[src/rtl/i2s_tdm_transmitter.sv]
`default_nettype none
// ============================================================================
//  Module      : i2s_tdm_transmitter
//  Description : Serial audio transmitter supporting I2S, left-justified and
//                TDM framing. One-entry holding register feeds a frame-wide
//                shift image; every output is registered so BCLK, LRCLK/sync
//                and data all move together on the BCLK falling edge.
//  Revision    : 1.0 - initial release
// ============================================================================
module i2s_tdm_transmitter #(
  parameter int CHANNELS     = 2,
  parameter int SAMPLE_WIDTH = 24,
  parameter int SLOT_WIDTH   = 32,
  parameter int BCLK_DIV     = 6,
  parameter int MODE         = 0
) (
  input  logic                             clock_16_934_400,
  input  logic                             reset,
  input  logic [CHANNELS*SAMPLE_WIDTH-1:0] sample_in,
  input  logic                             sample_valid,
  output logic                             sample_ready,
  input  logic                             mute,
  output logic                             i2s_bit_clock,
  output logic                             i2s_left_right_clock,
  output logic                             i2s_data,
  output logic                             frame_start,
  output logic [15:0]                      underrun_count
);

  localparam int c_FRAME_BITS = CHANNELS * SLOT_WIDTH;
  localparam int c_DIV_W      = $clog2(BCLK_DIV);
  localparam int c_B_W        = $clog2(c_FRAME_BITS);

  localparam logic [c_DIV_W-1:0] c_DIV_LAST = c_DIV_W'(BCLK_DIV - 1);
  localparam logic [c_DIV_W-1:0] c_DIV_HALF = c_DIV_W'(BCLK_DIV / 2);
  localparam logic [c_B_W-1:0]   c_B_LAST   = c_B_W'(c_FRAME_BITS - 1);
  localparam logic [c_B_W-1:0]   c_SLOT_B   = c_B_W'(SLOT_WIDTH);
  localparam logic [15:0]        c_UND_MAX  = 16'hFFFF;

  // The internal counters run one clock ahead of the pins: the output
  // registers sample (r_div, r_b) and present them on the following clock.
  logic [c_DIV_W-1:0]               r_div;
  logic [c_B_W-1:0]                 r_b;
  logic [CHANNELS*SAMPLE_WIDTH-1:0] r_hold;
  logic                             r_full;
  logic                             r_ready;
  logic                             r_armed;
  logic [c_FRAME_BITS-1:0]          r_frame;
  logic [15:0]                      r_underrun;
  logic                             r_bclk;
  logic                             r_lrclk;
  logic                             r_data;
  logic                             r_fs;

  logic                             w_load;
  logic                             w_bit_edge;
  logic                             w_accept;
  logic                             w_full_next;
  logic [c_FRAME_BITS-1:0]          w_packed;
  logic [c_FRAME_BITS-1:0]          w_new_frame;
  logic [c_FRAME_BITS-1:0]          w_src;
  logic [c_B_W-1:0]                 w_idx_msb;
  logic [c_B_W-1:0]                 w_idx_dly;
  logic                             w_data_bit;
  logic                             w_lr_bit;

  // A frame load happens when the bit counter sits at the start of bit 0.
  assign w_load      = (r_div == '0) && (r_b == '0);
  assign w_bit_edge  = (r_div == '0);
  assign w_accept    = sample_valid && r_ready;
  // A sample accepted in the load clock survives the load and waits a frame.
  assign w_full_next = w_accept || (r_full && !w_load);

  // Place each channel left-aligned in its slot, slot 0 at the frame MSB.
  always_comb begin
    w_packed = '0;
    for (int c = 0; c < CHANNELS; c++) begin
      w_packed[c_FRAME_BITS-1-c*SLOT_WIDTH -: SAMPLE_WIDTH] =
        r_hold[c*SAMPLE_WIDTH +: SAMPLE_WIDTH];
    end
  end

  // Mute and underrun both produce silence; mute still drains the holding entry.
  assign w_new_frame = (mute || !r_full) ? '0 : w_packed;
  assign w_src       = w_load ? w_new_frame : r_frame;
  assign w_idx_msb   = c_B_LAST - r_b;
  assign w_idx_dly   = w_idx_msb + c_B_W'(1);

  // Select the serial bit and the LRCLK/sync level for the upcoming bit time.
  always_comb begin
    w_data_bit = 1'b0;
    w_lr_bit   = 1'b0;
    case (MODE)
      0: begin
        // I2S: one-bit delay; bit 0 of a frame carries the old frame's last LSB.
        w_data_bit = (r_b == '0) ? r_frame[0] : r_frame[w_idx_dly];
        w_lr_bit   = (r_b >= c_SLOT_B);
      end
      1: begin
        w_data_bit = w_src[w_idx_msb];
        w_lr_bit   = (r_b < c_SLOT_B);
      end
      default: begin
        w_data_bit = w_src[w_idx_msb];
        w_lr_bit   = (r_b == '0);
      end
    endcase
  end

  // Bit-clock divider and frame bit counter.
  always_ff @(posedge clock_16_934_400) begin
    if (reset) begin
      r_div <= '0;
      r_b   <= '0;
    end else begin
      if (r_div == c_DIV_LAST) begin
        r_div <= '0;
        r_b   <= (r_b == c_B_LAST) ? '0 : r_b + c_B_W'(1);
      end else begin
        r_div <= r_div + c_DIV_W'(1);
      end
    end
  end

  // One-entry holding register with its handshake and arming flag.
  always_ff @(posedge clock_16_934_400) begin
    if (reset) begin
      r_hold  <= '0;
      r_full  <= 1'b0;
      r_ready <= 1'b0;
      r_armed <= 1'b0;
    end else begin
      if (w_accept) begin
        r_hold  <= sample_in;
        r_armed <= 1'b1;
      end
      r_full  <= w_full_next;
      r_ready <= !w_full_next;
    end
  end

  // Frame image load and saturating underrun counter.
  always_ff @(posedge clock_16_934_400) begin
    if (reset) begin
      r_frame    <= '0;
      r_underrun <= '0;
    end else if (w_load) begin
      r_frame <= w_new_frame;
      if (!r_full && r_armed && (r_underrun != c_UND_MAX)) begin
        r_underrun <= r_underrun + 16'd1;
      end
    end
  end

  // Registered serial outputs; data and LRCLK only move at the BCLK fall.
  always_ff @(posedge clock_16_934_400) begin
    if (reset) begin
      r_bclk  <= 1'b0;
      r_lrclk <= 1'b0;
      r_data  <= 1'b0;
      r_fs    <= 1'b0;
    end else begin
      r_bclk <= (r_div >= c_DIV_HALF);
      r_fs   <= w_load;
      if (w_bit_edge) begin
        r_data  <= w_data_bit;
        r_lrclk <= w_lr_bit;
      end
    end
  end

  assign sample_ready         = r_ready;
  assign i2s_bit_clock        = r_bclk;
  assign i2s_left_right_clock = r_lrclk;
  assign i2s_data             = r_data;
  assign frame_start          = r_fs;
  assign underrun_count       = r_underrun;

endmodule
`default_nettype wire

[config.mk]
export PLATFORM = sky130hd
export DESIGN_NAME = i2s_tdm_transmitter
export DESIGN_NICKNAME = d
export VERILOG_FILES = /design/src/rtl/i2s_tdm_transmitter.sv
export SDC_FILE = /design/constraint.sdc
export NUM_CORES = 1
export LEC_CHECK = 0
export ABC_AREA = 1
export CAP_MARGIN = 10
export CORE_ASPECT_RATIO = 0.7
export CORE_MARGIN = 2
export CORE_UTILIZATION = 48
export CTS_BUF_LIST = sky130_fd_sc_hd__clkbuf_4 sky130_fd_sc_hd__clkbuf_8
export CTS_CLUSTER_SIZE = 25
export DETAILED_ROUTE_END_ITERATION = 12
export PLACE_DENSITY = 0.71
export SYNTH_ARGS = -nofsm -noshare
export SYNTH_HDL_FRONTEND = slang
export SYNTH_SLANG_ARGS = --single-unit
[constraint.sdc]
create_clock -name clock_16_934_400 -period 2.2 [get_ports clock_16_934_400]
set_input_delay 0.22 -clock clock_16_934_400 [delete_from_list [all_inputs] [get_ports clock_16_934_400]]
set_output_delay 0.22 -clock clock_16_934_400 [all_outputs]
set_load 0.03 [all_outputs]
==> insert_results.sql, run 1 <==
INSERT INTO impl_metrics (metric_group, metric, value, unit) VALUES
('timing', 'post-route-period-util', '0.904', ''),
('floorplanning', 'die_height', '94.3', 'um'),
('power', 'power.density', '746', 'nW/um^2'),
('timing', 'timing_max_transition_violations_final', '0', ''),
('placed_design', 'port_buffers', '72', ''),
('cts', 'tritoncts_clock_tree', 'yes', ''),
('synthesis', 'synth_enable_flop_cells', '0', ''),
('placed_design', 'detailedPlacementHpwl', '9.11', 'mm'),
('cts', 'clk_pin_slew', '70', 'ps'),
('placed_design', 'place_ws', '161', 'ps'),
('final_layout', 'finish.utilization', '0.612', ''),
('worst_setup_path', 'cp_data_required_time', '2500', 'ps'),
('final_layout', 'num_antenna_cells', '0', ''),
('final_layout', 'layout.cells.non_filler', '972', ''),
('worst_setup_path', 'setup.worst_path.start_class', 'flop', ''),
('cts', 'worstSkewPairLatency', '440', 'ps'),
('power', 'seq_power_share', '0.481', ''),
('synthesis', 'synth_async_sr_flop_share', '0', ''),
('worst_setup_path', 'critical_path_class', 'flop to flop', ''),
('placed_design', 'placedCellCount', '941', ''),
('worst_setup_path', 'cp-end-kind', 'flop', ''),
('timing', 'fmax', '503', 'MHz'),
('power', 'power_leakage', '0.00268', 'uW'),
('placed_design', 'routability_congestion_estimate_from_global_placement', '0.893', ''),
('synthesis', 'syn_area_per_cell', '7.47', 'um^2'),
('worst_setup_path', 'path_max_fanout', '15', ''),
('route', 'postRouteAntennaNets', '0', ''),
('grt', 'antenna_found_initial', '0', ''),
('final_layout', 'flow.area_growth_from_synthesis', '22.3', '%'),
('worst_setup_path', 'arrival', '2290', 'ps'),
('power', 'cellInternalPower', '3820', 'uW'),
('power', 'clockPowerShare', '0.410', ''),
('floorplanning', 'initial_utilization', '0.500', ''),
('floorplanning', 'num_rows', '32', ''),
('cts', 'clock_tree.htree_level_count', '4', ''),
('cts', 'cts_root_buf', 'sky130_fd_sc_hd__clkbuf_8', ''),
('timing', 'worst_slack_setup_final', '211', 'ps'),
('cts', 'cts-buffers-inserted', '17', ''),
('route', 'via_count', '4983', ''),
('synthesis', 'ys_seq_area_frac', '0.459', ''),
('grt', 'first_global_vias', '4849', ''),
('timing', 'min_period', '1990', 'ps'),
('synthesis', 'synth.lib_cells_used.distinct', '39', ''),
('grt', 'grt_max_degree', '54', ''),
('floorplanning', 'design.die.area', '12500', 'um^2'),
('route', 'routed_wirelength', '13.1', 'mm'),
('synthesis', 'yosys_register_bits', '128', ''),
('cts', 'cts.repair_timing.setup_buffer_count', '0', ''),
('power', 'power_switching', '1280', 'uW'),
('final_layout', 'drive_above_1_share', '0.0891', ''),
('synthesis', 'synth.net_count', '807', ''),
('timing', 'fin_worst_skew', '8.16', 'ps'),
('power', 'combPwrFrac', '0.109', ''),
('synthesis', 'synth_cells', '748', ''),
('route', 'detail_route.drc_violations', '0', ''),
('power', 'max-vdd-ir-drop', '0.476', 'mV'),
('floorplanning', 'fp.coreArea', '11200', 'um^2'),
('final_layout', 'fin_nets', '866', ''),
('synthesis', 'yosys_warnings', '0', ''),
('timing', 'report.final.hold_viol_count', '0', ''),
('timing', 'relSlewSlack', '0.567', ''),
('cts', 'numClockSinks', '128', ''),
('flow_run', 'cap_violations', '0', ''),
('route', 'routed_via_density', '5.13', ''),
('route', 'detail_route.wl_per_cell', '13.4', 'um'),
('route', 'pre_antenna_drt_iters', '5', ''),
('cts', 'worst_case_clock_buffer_depth', '2', ''),
('outcome', 'run_status', 'finished, final reports clean', ''),
('timing', 'timing_worst_slew_pin_value', '650', 'ps'),
('timing', 'hold_ws', '203', 'ps'),
('grt', 'gr-usage-all-layers', '0.226', ''),
('timing', 'timing.setup.tns', '0', 'ps'),
('synthesis', 'syn_area', '5590', 'um^2'),
('grt', 'global_route.overflow_total', '0', ''),
('synthesis', 'synth-main-ff-cell', 'sky130_fd_sc_hd__dfxtp_1', ''),
('timing', 'setup_viol_count_final', '0', ''),
('floorplanning', 'ios', '73', ''),
('floorplanning', 'die_width', '133', 'um'),
('grt', 'grt_first_pass_wirelength', '22.6', 'mm'),
('route', 'first_iter_violations', '215', ''),
('cts', 'post_cts_hold_buffer_count', '0', ''),
('timing', 'rsz0062_at_grt', 'no', ''),
('power', 'netSwitchingFraction', '0.251', ''),
('worst_hold_path', 'holdCritPathClass', 'primary input to flop', '');
## synthesized netlist by cell type (5+ instances only)
cell type | n | area share
sky130_fd_sc_hd__a21oi_1 | 19 | 0.017
sky130_fd_sc_hd__buf_2 | 15 | 0.013
sky130_fd_sc_hd__clkbuf_1 | 25 | 0.017
sky130_fd_sc_hd__dfxtp_1 | 128 | 0.46
sky130_fd_sc_hd__ha_1 | 7 | 0.016
sky130_fd_sc_hd__inv_1 | 68 | 0.046
sky130_fd_sc_hd__inv_2 | 5 | 0.0034
sky130_fd_sc_hd__nand2_1 | 97 | 0.065
sky130_fd_sc_hd__nand3_1 | 104 | 0.093
sky130_fd_sc_hd__nor2_1 | 121 | 0.081
sky130_fd_sc_hd__o21ai_0 | 64 | 0.057
sky130_fd_sc_hd__o31ai_1 | 36 | 0.048
sky130_fd_sc_hd__xor2_1 | 11 | 0.017
## power by group through the flow
| stage | Sequential [uW] | Clock, uW | Combinational, uW |
|---|---|---|---|
| 2_1_floorplan | 2510 | 0 | 328 |
| 3_3_place_gp | 2500 | 0 | 537 |
| 5_1_grt | 2460 | 2240 | 622 |
| 3_5_place_dp | 2510 | 0 | 552 |
| 6_report | 2450 | 2090 | 554 |
| 4_1_cts | 2450 | 2120 | 554 |
## area by class of cell
cell class / count / area, um^2
clock buffer: 21 / 277
clock inverter: 10 / 136
fill: 1001 / 4330
inverter: 75 / 284
multi-input combinational: 498 / 2530
sequential: 128 / 2560
tap: 153 / 191
timing repair buffer: 87 / 857
## layer usage
metal	vias up	part of all wire	track usage
met2	110	0.44	0.361
met1	2287	0.50	0.305
met5	-	0	0
li1	2575	-	-
met4	0	0.0096	0.0744
met3	11	0.047	0.0485
## flip-flops by register name, summed over array words and instances, names as in the netlist
| name | count |
|---|---|
| i2s_bit_clock | 1 |
| i2s_left_right_clock | 1 |
| r_hold | 48 |
| r_armed | 1 |
| i2s_data | 1 |
| underrun_count | 16 |
| r_frame | 48 |
| r_b | 6 |
| sample_ready | 1 |
| r_div | 3 |
| frame_start | 1 |
| r_full | 1 |
## final timing paths
kind	startpoint	endpoint	slack, ps	cells past startpoint
worst min register to register	r_frame[48]	r_frame[48]	470	2
worst max register to register	underrun_count[0]	underrun_count[6]	210	11
worst max-delay path	underrun_count[0]	underrun_count[6]	210	11
worst min-delay path	reset	frame_start	200	3
## worst max-delay path, cell delays in order, from the launching register on
cell                      delay (ps)
sky130_fd_sc_hd__dfxtp_1         410
sky130_fd_sc_hd__ha_1            190
sky130_fd_sc_hd__nand2_1         120
sky130_fd_sc_hd__nor3_4          260
sky130_fd_sc_hd__nand2_2         100
sky130_fd_sc_hd__nor2_4          130
sky130_fd_sc_hd__nand2_2          80
sky130_fd_sc_hd__nand2_4         170
sky130_fd_sc_hd__inv_4           120
sky130_fd_sc_hd__nand2_2          90
sky130_fd_sc_hd__nand2_1          40
sky130_fd_sc_hd__nor3b_2         140
## per-stage QoR
| stage | cell area, um^2 | total power, uW |
|---|---|---|
| final | 6840 | 5100 |
| after global routing | 6840 | 5330 |
| after CTS | 6830 | 5130 |
| after detailed placement | 6420 | 3060 |
| after global placement | 6420 | 3040 |
| after floorplan | 5590 | 2840 |
## placed cells by master, fill, tap and decap left out, drive strengths merged, types with 5 or more instances in the layout
cell type	instances
clkinv	5
inv	74
nor3	8
dfxtp	128
o21ai	67
nand3	104
clkdlybuf4s50	71
o31ai	36
ha	7
xor2	11
a21oi	20
clkbuf	21
buf	16
nand2	103
nor2	125
## cell families (layout without fill, tap and decap cells)
group,after synthesis,count (layout),share of synthesized area
buf+inv,122,193,0.0898
simple gates,349,349,0.281
flops,128,128,0.459
compound gates,129,129,0.135
fa+ha+maj,7,7,0.0157
xor+xnor,13,13,0.0204
## what timing repair did
item	in CTS	in global routing
endpoints found under the hold margin	0	0
resized for setup	0	2
setup endpoints to repair	0	16
Power figures use the tool's default switching activity.
==> inputs of run 2 (changes only) <==
CAP_MARGIN = 15   (was 10)
==> results of run 2 <==
The final DEF is identical to that of run 1; final timing and power are the same.
